**src/rtl/muldiv_iter_unit.sv**
```systemverilog
`default_nettype none
// muldiv_iter_unit: iterative RV32M multiply (shift-add) / divide (restoring) unit.
// Optional macro MULDIV_EARLY_OUT_EN lets zero/overflow cases bypass the CALC phase.
module muldiv_iter_unit #(
    parameter int XLEN = 32,
    parameter int ITER = 32
) (
    input  logic            CLK,
    input  logic            RESET,
    input  logic            START,
    input  logic [4:0]      ALUOP,
    input  logic [XLEN-1:0] DATA1,
    input  logic [XLEN-1:0] DATA2,
    output logic [XLEN-1:0] RESULT,
    output logic            BUSY,
    output logic            DONE
);

    localparam logic [4:0] OP_MUL    = 5'b01011;
    localparam logic [4:0] OP_MULH   = 5'b01100;
    localparam logic [4:0] OP_MULHSU = 5'b01101;
    localparam logic [4:0] OP_DIV    = 5'b01111;
    localparam logic [4:0] OP_REM    = 5'b10001;
    localparam logic [4:0] OP_REMU   = 5'b10010;

    localparam int            CW       = $clog2(ITER);
    localparam logic [CW-1:0] CNT_LAST = CW'(ITER - 1);
    localparam logic [XLEN-1:0] SMIN   = {1'b1, {(XLEN-1){1'b0}}};

`ifdef MULDIV_EARLY_OUT_EN
    localparam bit EARLY_EN = 1'b1;
`else
    localparam bit EARLY_EN = 1'b0;
`endif

    typedef enum logic [1:0] {
        S_IDLE = 2'd0,
        S_CALC = 2'd1,
        S_FIX  = 2'd2,
        S_FIN  = 2'd3
    } state_t;

    state_t              state_q, state_d;
    logic [4:0]          op_q, op_d;
    logic [2*XLEN-1:0]   acc_q, acc_d;
    logic [XLEN:0]       rem_q, rem_d;
    logic [XLEN-1:0]     opb_q, opb_d;
    logic [XLEN-1:0]     data1_q, data1_d;
    logic [XLEN-1:0]     res_q, res_d;
    logic [XLEN-1:0]     result_q, result_d;
    logic [CW-1:0]       cnt_q, cnt_d;
    logic                neg_q, neg_d;
    logic                dz_q, dz_d;
    logic                ovf_q, ovf_d;
    logic                mz_q, mz_d;
    logic                done_q, done_d;

    // Request decode and operand preparation
    logic            w_op_valid, w_accept, w_in_div, w_in_rem, w_in_sdiv;
    logic            w_s1, w_s2, w_neg_in, w_dz_in, w_ovf_in, w_mz_in, w_early;
    logic [XLEN-1:0] w_abs1, w_abs2;

    assign w_op_valid = (ALUOP >= OP_MUL) && (ALUOP <= OP_REMU);
    assign w_accept   = START && w_op_valid && ((state_q == S_IDLE) || (state_q == S_FIN));
    assign w_in_div   = (ALUOP >= OP_DIV);
    assign w_in_rem   = (ALUOP == OP_REM) || (ALUOP == OP_REMU);
    assign w_in_sdiv  = (ALUOP == OP_DIV) || (ALUOP == OP_REM);
    assign w_s1       = DATA1[XLEN-1] && ((ALUOP == OP_MULH) || (ALUOP == OP_MULHSU) || w_in_sdiv);
    assign w_s2       = DATA2[XLEN-1] && ((ALUOP == OP_MULH) || w_in_sdiv);
    assign w_abs1     = w_s1 ? -DATA1 : DATA1;
    assign w_abs2     = w_s2 ? -DATA2 : DATA2;
    assign w_neg_in   = w_in_rem ? w_s1 : (w_s1 ^ w_s2);
    assign w_dz_in    = w_in_div && (DATA2 == '0);
    assign w_ovf_in   = w_in_sdiv && (DATA1 == SMIN) && (DATA2 == '1);
    assign w_mz_in    = !w_in_div && ((DATA1 == '0) || (DATA2 == '0));
    assign w_early    = EARLY_EN && (w_dz_in || w_ovf_in || w_mz_in);

    // Iteration datapath
    logic            w_is_div, w_is_rem, w_qbit;
    logic [XLEN:0]   w_sum, w_shift, w_diff;

    assign w_is_div = (op_q >= OP_DIV);
    assign w_is_rem = (op_q == OP_REM) || (op_q == OP_REMU);
    assign w_sum    = {1'b0, acc_q[2*XLEN-1:XLEN]} + (acc_q[0] ? {1'b0, opb_q} : '0);
    assign w_shift  = {rem_q[XLEN-1:0], acc_q[XLEN-1]};
    assign w_diff   = w_shift - {1'b0, opb_q};
    assign w_qbit   = ~w_diff[XLEN];

    // Sign fix-up and corner-case selection
    logic [2*XLEN-1:0] w_prod;
    logic [XLEN-1:0]   w_mres, w_dval, w_dres, w_fix_res;

    assign w_prod = neg_q ? -acc_q : acc_q;
    assign w_mres = (op_q == OP_MUL) ? w_prod[XLEN-1:0] : w_prod[2*XLEN-1:XLEN];
    assign w_dval = w_is_rem ? rem_q[XLEN-1:0] : acc_q[XLEN-1:0];
    assign w_dres = neg_q ? -w_dval : w_dval;

    always_comb begin
        w_fix_res = w_mres;
        if (w_is_div) begin
            if (dz_q)       w_fix_res = w_is_rem ? data1_q : '1;
            else if (ovf_q) w_fix_res = w_is_rem ? '0 : SMIN;
            else            w_fix_res = w_dres;
        end else if (mz_q) begin
            w_fix_res = '0;
        end
    end

    always_comb begin
        state_d  = state_q;
        op_d     = op_q;
        acc_d    = acc_q;
        rem_d    = rem_q;
        opb_d    = opb_q;
        data1_d  = data1_q;
        res_d    = res_q;
        result_d = result_q;
        cnt_d    = cnt_q;
        neg_d    = neg_q;
        dz_d     = dz_q;
        ovf_d    = ovf_q;
        mz_d     = mz_q;
        done_d   = 1'b0;

        case (state_q)
            S_CALC: begin
                if (w_is_div) begin
                    rem_d = w_qbit ? w_diff : w_shift;
                    acc_d = {acc_q[2*XLEN-1:XLEN], acc_q[XLEN-2:0], w_qbit};
                end else begin
                    acc_d = {w_sum, acc_q[XLEN-1:1]};
                end
                cnt_d = cnt_q + CW'(1);
                if (cnt_q == CNT_LAST) state_d = S_FIX;
            end
            S_FIX: begin
                res_d   = w_fix_res;
                state_d = S_FIN;
            end
            S_FIN: begin
                done_d   = 1'b1;
                result_d = res_q;
                state_d  = S_IDLE;
            end
            default: ;
        endcase

        // Multiply keeps the multiplier in the low half; divide shifts the dividend out of it.
        if (w_accept) begin
            op_d    = ALUOP;
            data1_d = DATA1;
            cnt_d   = '0;
            rem_d   = '0;
            neg_d   = w_neg_in;
            dz_d    = w_dz_in;
            ovf_d   = w_ovf_in;
            mz_d    = w_mz_in;
            opb_d   = w_in_div ? w_abs2 : w_abs1;
            acc_d   = {{XLEN{1'b0}}, (w_in_div ? w_abs1 : w_abs2)};
            state_d = w_early ? S_FIX : S_CALC;
        end
    end

    always_ff @(posedge CLK) begin
        if (RESET) begin
            state_q  <= S_IDLE;
            op_q     <= '0;
            acc_q    <= '0;
            rem_q    <= '0;
            opb_q    <= '0;
            data1_q  <= '0;
            res_q    <= '0;
            result_q <= '0;
            cnt_q    <= '0;
            neg_q    <= 1'b0;
            dz_q     <= 1'b0;
            ovf_q    <= 1'b0;
            mz_q     <= 1'b0;
            done_q   <= 1'b0;
        end else begin
            state_q  <= state_d;
            op_q     <= op_d;
            acc_q    <= acc_d;
            rem_q    <= rem_d;
            opb_q    <= opb_d;
            data1_q  <= data1_d;
            res_q    <= res_d;
            result_q <= result_d;
            cnt_q    <= cnt_d;
            neg_q    <= neg_d;
            dz_q     <= dz_d;
            ovf_q    <= ovf_d;
            mz_q     <= mz_d;
            done_q   <= done_d;
        end
    end

    assign RESULT = result_q;
    assign DONE   = done_q;
    assign BUSY   = (state_q == S_CALC) || (state_q == S_FIX);

endmodule
`default_nettype wire

```
**config.mk**
```make
export PLATFORM = sky130hd
export DESIGN_NAME = muldiv_iter_unit
export DESIGN_NICKNAME = d
export VERILOG_FILES = /design/src/rtl/muldiv_iter_unit.sv
export SDC_FILE = /design/constraint.sdc
export NUM_CORES = 1
export LEC_CHECK = 0
export BUFFER_PORTS_ARGS = -buffer_cell sky130_fd_sc_hd__buf_2
export CELL_PAD_IN_SITES_DETAIL_PLACEMENT = 1
export CELL_PAD_IN_SITES_GLOBAL_PLACEMENT = 1
export CORE_MARGIN = 2
export CORE_UTILIZATION = 46
export CTS_CLUSTER_SIZE = 30
export DETAILED_ROUTE_END_ITERATION = 7
export GPL_ROUTABILITY_DRIVEN = 0
export HOLD_SLACK_MARGIN = 0.15
export PLACE_DENSITY_LB_ADDON = 0.25
export SYNTH_ARGS = -nofsm -noshare
export SYNTH_HDL_FRONTEND = slang
export SYNTH_SLANG_ARGS = --single-unit
```
**constraint.sdc**
```tcl
create_clock -name CLK -period 4.7 [get_ports CLK]
set_input_delay 0.47 -clock CLK [delete_from_list [all_inputs] [get_ports CLK]]
set_output_delay 0.47 -clock CLK [all_outputs]
set_load 0.1 [all_outputs]
```
* Yosys cells after proc, flatten, opt, wreduce, memory -nomap -nowiden
Index checks and enable logic that the tools add are counted.
** Operators by class
- Eq/ne operators :: 16
- Muxes and demuxes :: 24
- Add/sub/neg operators :: 7
- Bitwise gates (word level) :: 3
- Magnitude comparators :: 4
- Reductions and logical operators :: 30
** Operators by type and width (number)
- $mux 32 :: 18
- $neg 32->32 :: 3
- $eq 32x32->1 const B :: 2
- $logic_not 32->1 :: 2
- $mux 64 :: 1
- $neg 64->64 :: 1
- $add 32x32->33 :: 1
- $sub 33x32->33 :: 1
- $eq 5x5->1 const B :: 5
- $eq 5x4->1 const B :: 4
- $ge 5x4->1 const B :: 3
- $logic_and 1x1->1 :: 9
- $logic_or 1x1->1 :: 9
- $reduce_and 2->1 :: 4
- $pmux 2 s3 :: 1
- $add 5x1->5 const B :: 1
- $le 5x5->1 const B :: 1
- $eq 2x2->1 const B :: 2
- $reduce_bool 4->1 :: 1
- $mux 1 :: 3
- $ne 3x3->1 const B :: 1
- $reduce_bool 3->1 :: 1
- $eq 2x1->1 const B :: 1
- $logic_not 2->1 :: 1
- 7 further kinds :: 8
** Word-level totals
- Output and inout bits :: 34
- Bits of input ports :: 72
- Logic and storage cells :: 100
- Bits in registers :: 241

* Depth between registers and ports, before layout
Gate-level depths: netlist (run 1).
- Depth in word-level cells :: 8
- Mapped depth :: 16
- Mapped depth without buffers :: 12

* Least setup slack after synthesis (run 1)
Ideal clock, no wire load.
- Path kind :: register to register
- Start point :: reg op_q[0]
- End point :: reg res_q[30]
- Arrival time :: 3512 ps
- Path buffers :: 4
- Path slack :: 1056 ps
- Setup time :: 132 ps
- Cell stages (with the launch flop) :: 17
- Path through :: dfxtp_1 -> buf_6 -> xor2_4 -> nand2_2 -> clkbuf_1 -> buf_2 -> buf_1 -> nor2_1 -> a21oi_1 -> ha_1 -> o21ai_1 -> a211o_4 -> nor4_1 -> a21oi_1 -> xnor2_1 -> a221oi_1 -> nor3_1
** On the way
- Longest elaborated chain between the ends :: 8
- Elaborated cells on any way between the ends :: 14
- Classes of those cells :: add/sub: 1; order compare: 1; eq/ne: 3; mux: 8; reduce/logical: 1
** RTL lines
- from (decl) :: RTL line 44 : logic [4:0] op_q, op_d;
- from (signal assigned) :: RTL line 182 : op_q <= op_d;
- $eq 5x5->1 :: RTL line 83 : assign w_is_rem = (op_q == OP_REM) || (op_q == OP_REMU);
- $logic_or 1x1->1 :: RTL line 83
- $mux 32 :: RTL line 95 : assign w_dval = w_is_rem ? rem_q[XLEN-1:0] : acc_q[XLEN-1:0];
- $neg 32->32 :: RTL line 96 : assign w_dres = neg_q ? -w_dval : w_dval;
- $mux 32 :: RTL line 96
- $mux 32 :: RTL line 102 : else if (ovf_q) w_fix_res = w_is_rem ? '0 : SMIN;
- $mux 32 :: RTL line 101 : if (dz_q) w_fix_res = w_is_rem ? data1_q : '1;
- $mux 32 * :: RTL line 100 : if (w_is_div) begin
- to (signal assigned) :: RTL line 187 : res_q <= res_d;
- to (decl) :: RTL line 49 : logic [XLEN-1:0] res_q, res_d;
Mark *: on every way between the ends. The rest lies on a longest branch, timed or not.
A chain may end at the register's enable or synchronous reset.

* Worst setup path in the final report (run 1)
- Start point :: reg acc_q[31]
- End point :: reg rem_q[14]
** On the way
- Longest elaborated chain between the ends :: 2
** RTL lines
- from (decl) :: RTL line 45 : logic [2*XLEN-1:0] acc_q, acc_d;
- from (signal assigned) :: RTL line 168 : acc_q <= '0;
- from (signal assigned) :: RTL line 183 : acc_q <= acc_d;
- $sub 33x32->33 :: RTL line 86 : assign w_diff = w_shift - {1'b0, opb_q};
- $mux 32 :: RTL line 128 : rem_d = w_qbit ? w_diff : w_shift;
- to (signal assigned) :: RTL line 184 : rem_q <= rem_d;
- to (decl) :: RTL line 46 : logic [XLEN:0] rem_q, rem_d;
Every way passes these cells.

==> results of run 1 <==
[cell usage in the layout (no fill, tap or decap), types with 10 or more instances in the layout]
master	n
nand2_1	385
a221oi_1	13
o21ai_0	157
a211oi_1	31
or4_1	17
or3_1	30
o21bai_1	15
nand3_1	78
inv_1	62
nand4_1	21
and3_1	13
o41ai_1	13
buf_4	75
clkbuf_16	28
o21a_1	13
xnor2_1	99
o211ai_1	59
a21oi_1	220
o31ai_1	42
nor3_1	47
dfxtp_1	240
nor2_1	242
nor4_1	25
buf_2	104
xor2_1	73
mux2i_1	90
nor2b_1	18
a311oi_1	10
a21o_1	34
ha_1	73
a31oi_1	29
o21ai_1	26
nand2b_1	19
[power by group]
group	total [uW]	switching (uW)	internal, uW
sequential	2690	354	2340
combinational	4890	3230	1650
clock	2320	969	1350
total	9900	4550	5350
[critical path, cell delays in order (launching register included)]
cell	delay [ns]
dfxtp_1	0.40
inv_1	0.14
ha_1	0.25
fa_1	0.40
nand2b_1	0.20
a211oi_1	0.38
o211ai_1	0.21
nand3_1	0.27
a2111oi_0	0.24
nor2_4	0.68
buf_4	0.39
mux2i_1	0.23
o21ai_0	0.10
[sequential cells by signal (all words and copies together) (netlist names)]
| register | cells |
|---|---|
| acc_q | 64 |
| RESULT | 32 |
| data1_q | 32 |
| opb_q | 32 |
| rem_q | 32 |
| res_q | 32 |
| cnt_q | 5 |
| op_q | 5 |
| state_q | 2 |
| DONE | 1 |
| dz_q | 1 |
| mz_q | 1 |
| neg_q | 1 |
| ovf_q | 1 |
[area by class of cell]
| class | count | area, um^2 |
|---|---|---|
| timing repair buffer | 180 | 1090 |
| tap | 525 | 657 |
| sequential | 241 | 4830 |
| multi-input combinational | 2050 | 12800 |
| clock inverter | 12 | 154 |
| clock buffer | 39 | 802 |
| inverter | 63 | 236 |
| fill | 5061 | 19200 |
[cell families after synthesis]
| logic type | share of synthesized area |
|---|---|
| compound gates | 0.264 |
| xor+xnor | 0.0845 |
| fa+ha+maj | 0.0536 |
| buf+inv | 0.0518 |
| flops | 0.261 |
| mux | 0.0530 |
| simple gates | 0.232 |
[layer usage]
layer  vias to the layer above  wire, um  track usage
met5                         -         0            0
met4                         0      4990        0.200
met3                       228      6990       0.0584
met2                      1023     33800        0.562
met1                      9906     32700        0.490
li1                       9178         -            -
[final timing paths]
path              startpoint          end  slack [ns]  depth (start not counted)
setup / recovery   acc_q[31]    rem_q[14]        0.64                         12
hold / removal     DATA1[16]  data1_q[16]        0.16                          3
setup reg to reg   acc_q[31]    rem_q[14]        0.64                         12
hold reg to reg    opb_q[25]    opb_q[25]        0.45                          2
[what timing repair did]
action / in CTS / in global routing
hold buffers: 1 / 0
endpoints found under the hold margin: 1 / 0
setup endpoints to repair: 0 / 0
[through the flow]
stage	worst slack [ns]	power [uW]	hold WS [ns]	area, um^2	utilization
finish	0.644	9900	0.164	20600	0.517
CTS	0.730	9710	0.151	20600	0.517
global placement	0.943	7250	0.442	19600	0.493
floorplan	1.06	5830	0.432	18500	-
detailed placement	0.742	7380	0.451	19600	0.493
global route	0.395	10300	0.175	20600	0.517
==> flow_summary.json, run 1 <==
{
  "synth-async-reset-ratio": 0,
  "yosys-top-cells-count": "nand2_1 (385), nor2_1 (244), dfxtp_1 (241)",
  "slew_violations": 0,
  "slew_headroom": 0.232,
  "grt_max_degree": 93,
  "synth.most_common_cell": "nand2_1",
  "synthToLayoutAreaGrowth_pct": 11.2,
  "wl_mm": 78.5,
  "track_usage": 0.366,
  "cts_made_buffers": 28,
  "rsz0062_at_grt": "no",
  "powerDensity_nw_per_um2": 482,
  "dpl.cell_count": 3058,
  "cts_resized": 0,
  "antenna_found_initial": 2,
  "yosysTopAreaCell": "dfxtp_1",
  "yosys_warnings": 0,
  "dieArea_um2": 41800,
  "period_share": 0.863,
  "syn-num-nets": 2685,
  "crit_path_start_kind": "register",
  "fp.coreArea_um2": 39700,
  "run_status": "completed",
  "clkLatencyLatePin_ns": 0.59,
  "wire_per_inst_um": 25.2,
  "dieWidth_um": 204,
  "cts_sinks": 241,
  "p_leak_uw": 0.00771,
  "hold_viol": 0,
  "worstPathArrival_ns": 4.50,
  "dr.pass1.iters": 5,
  "synth_top_cells_by_area": "dfxtp_1 (26%), nand2_1 (7.8%), a21oi_1 (6.0%), ha_1 (5.1%), nor2_1 (5.0%)",
  "num_rows": 73,
  "dr_total_vias": 20335,
  "layout.cells.non_filler": 3110,
  "fin_setup_tns_ns": 0,
  "grt_overflow": 0,
  "ys_seq_area_frac": 0.261,
  "drc": 0,
  "drive_gt1_frac": 0.103,
  "n_antenna_cell": 0,
  "ios": 106,
  "cts_htree_levels": 1,
  "skew_ns": 0.0305,
  "drt_iter0_drc": 2288,
  "grt_pass1_wl_mm": 118,
  "port_buffers": 105,
  "cap_viol_max_count": 0,
  "fin_nets": 2714,
  "hp-class": "in2reg",
  "hpwl_mm": 60.1,
  "die_y_um": 204,
  "synth_cells": 2535,
  "cts_setup_buffers": 0,
  "critPathKind": "reg2reg",
  "cts_root_buf": "clkbuf_16",
  "finalCriticalPeriod_ns": 4.06,
  "final_antenna_net_count": 0,
  "clk_pin_slew_worst_paths_ns": 0.07,
  "synth_top_area_frac": 0.261,
  "ys_seq_elements": 241,
  "synth_edf_count": 0,
  "setup-violations-final": 0,
  "required_ns": 5.15,
  "tightest_slew_ns": 1.15,
  "ys.flop_type": "dfxtp_1",
  "max_freq_mhz": 247,
  "cp-end-kind": "register",
  "ir_drop_mv": 0.272,
  "synth_cell_types": 95,
  "clock_path_buffers": 3,
  "netlist_area_um2": 18500,
  "syn_avg_cell_area_um2": 7.29,
  "first_global_vias": 19496,
  "cts_tree": "yes",
  "vias_per_cell": 6.54,
  "critPathMaxFanout": 27,
  "initial_core_util": 0.465
}
No activity file was read; power rests on OpenSTA's default activity.
==> run 2, diff against run 1 <==
- ABC_AREA: unset -> 1
- CORE_UTILIZATION: 46 -> 44
==> flow_summary.json, run 2 <==
{
  "synth-compound-area-share": 0.208,
  "dieArea_um2": 48300,
  "met3_usage": 0.0772,
  "synth_top_cells_by_area": "dfxtp_1 (24%), nand2_1 (15%), inv_1 (7.6%), o21ai_0 (7.2%), nand3_1 (6.4%)",
  "final_antenna_net_count": 0,
  "num_rows": 79,
  "intPower_uw": 5660,
  "critPathKind": "reg2reg",
  "comb_power_share": 0.551,
  "cp-end-kind": "register",
  "ys.flop_type": "dfxtp_1",
  "met1_usage": 0.494,
  "period_share": 0.794,
  "die_y_um": 220,
  "busiest_layer": "met2",
  "antenna_found_initial": 2,
  "cts_root_buf": "clkbuf_16",
  "cts_sinks": 241,
  "setup-violations-final": 0,
  "cap_viol_max_count": 0,
  "synth_edf_count": 0,
  "synth-xor-area-share": 0.0458,
  "syn-num-nets": 3534,
  "skew_ns": 0.0157,
  "swShare": 0.531,
  "vias_per_cell": 6.14,
  "cts_htree_levels": 1,
  "synth_top_area_frac": 0.236,
  "drt_iter0_drc": 2616,
  "powerDensity_nw_per_um2": 539,
  "met2_usage": 0.607,
  "worstPathArrival_ns": 4.20,
  "critPathSlowestCell": "inv_2",
  "grt_max_degree": 95,
  "fp.coreArea_um2": 46300,
  "wl_mm": 95.9,
  "layout_commonest_cell": "nand2_1",
  "max_stage_delay_ns": 0.59,
  "grt_pass1_wl_mm": 143,
  "synth_cells": 3384,
  "ys_seq_elements": 241,
  "slew_violations": 0,
  "dieWidth_um": 220,
  "max_freq_mhz": 268,
  "hp-class": "in2reg",
  "clk_pin_slew_worst_paths_ns": 0.06,
  "synth_mux_area_frac": 0,
  "dr.pass1.iters": 6,
  "largest_reg_flops": 64,
  "share_seq_of_total_power": 0.245,
  "required_ns": 5.17,
  "fin_nets": 3556,
  "hpwl_mm": 75.5,
  "clkLatencyLatePin_ns": 0.60,
  "ios": 106,
  "ir_drop_mv": 0.374,
  "synth-async-reset-ratio": 0,
  "holdWs_ns": 0.152,
  "synthToLayoutAreaGrowth_pct": 9.35,
  "crit_chain": "inv_1, ha_1, fa_1, o21ai_1, a21oi_2, o21bai_2, nand2_1, nand2_1, nand3_1, nand3_1, nand2_2, inv_2, nand2_1, nand3_1, a21oi_1",
  "wire_per_inst_um": 23.8,
  "ys_seq_area_frac": 0.236,
  "yosys.area_share.adder": 0.0484,
  "crit_path_start_kind": "register",
  "port_buffers": 105,
  "cts_tree": "yes",
  "dr_total_vias": 24789,
  "clock_path_buffers": 3,
  "p_sw_uw": 6410,
  "yosys-top-cells-count": "nand2_1 (797), inv_1 (414), nor2_1 (331)",
  "track_usage": 0.387,
  "initial_core_util": 0.443,
  "yosysTopAreaCell": "dfxtp_1",
  "fin_setup_tns_ns": 0,
  "critPathMaxFanout": 33,
  "final_cell_mix": "nand2_1 (796), inv_1 (413), nor2_1 (330)",
  "drc": 0,
  "synth.most_common_cell": "nand2_1",
  "cts_made_buffers": 30,
  "synth_top_family_by_area": "simple AND/OR/NAND/NOR gates",
  "synth_cell_types": 65,
  "cts_resized": 0,
  "finalCriticalPeriod_ns": 3.73,
  "tightest_slew_ns": 1.05,
  "yosys_warnings": 0,
  "syn_avg_cell_area_um2": 6.05,
  "grt_overflow": 0,
  "slew_headroom": 0.296,
  "p_leak_uw": 0.0108,
  "netlist_area_um2": 20500,
  "rsz0062_at_grt": "no",
  "top_register": "acc_q",
  "first_global_vias": 24167,
  "hold_viol": 0,
  "yosys.area_share.simple": 0.351,
  "run_status": "completed",
  "clkPwrFrac": 0.204,
  "drive_gt1_frac": 0.0927
}
## run 2: worst max-delay path: cells and delay by family (launching register included)
kind,cells,cell delay (ns)
AOI/OAI and AO/OA,4,0.75
adders and majority gates,2,0.69
buffers and inverters,2,0.74
DFF,1,0.41
and+or+nand+nor,7,0.99
## run 2: power by group through the flow
| stage | clock network, uW | logic (uW) | registers (uW) |
|---|---|---|---|
| floorplan | 0 | 4420 | 2890 |
| global placement | 0 | 6150 | 2930 |
| detailed placement | 0 | 6350 | 2950 |
| CTS | 2460 | 6430 | 2910 |
| global route | 2550 | 7190 | 2960 |
| finish | 2460 | 6650 | 2960 |
## run 2: area by class of cell
cell class	count	area [um^2]
fill	6449	23900
timing repair buffer	135	766
tap	607	759
sequential	241	4830
inverter	437	1640
antenna	1	2.50
multi-input combinational	2561	13400
clock buffer	41	842
clock inverter	15	186
## run 2: routing by layer
metal | vias up | part of all wire
li1 | 11235 | -
met1 | 11907 | 0.40
met2 | 1299 | 0.43
met3 | 346 | 0.093
met4 | 2 | 0.070
met5 | - | 0.00013
## run 2: path summary, 6_finish.rpt
path | startpoint | to | slack (ns) | depth (start not counted)
min | ALUOP[0] | op_q[0] | 0.15 | 3
min reg2reg | data1_q[10] | data1_q[10] | 0.46 | 2
max reg2reg | acc_q[31] | rem_q[21] | 0.97 | 15
max | acc_q[31] | rem_q[21] | 0.97 | 15
## run 2: logic make-up after synthesis
| group | after synthesis |
|---|---|
| AND/OR/NAND/NOR | 1630 |
| adder cells (fa/ha/maj) | 78 |
| AO/OA/AOI/OAI | 746 |
| flip-flops | 241 |
| XOR/XNOR | 107 |
| buffers and inverters | 582 |
## run 2: metrics by stage
step	utilization	setup WS, ns	power, uW	cells	area, um^2
floorplan	-	2.08	7310	3384	20500
CTS	0.484	1.03	11800	4037	22400
global placement	0.462	1.23	9080	3980	21400
global route	0.484	0.702	12700	4037	22400
finish	0.484	0.966	12100	4038	22400
detailed placement	0.462	1.06	9300	3980	21400
## run 2: timing repair
item | CTS | global route
buffers inserted | 0 | 0
hold buffers | 1 | 0
endpoints found under the hold margin | 1 | 0
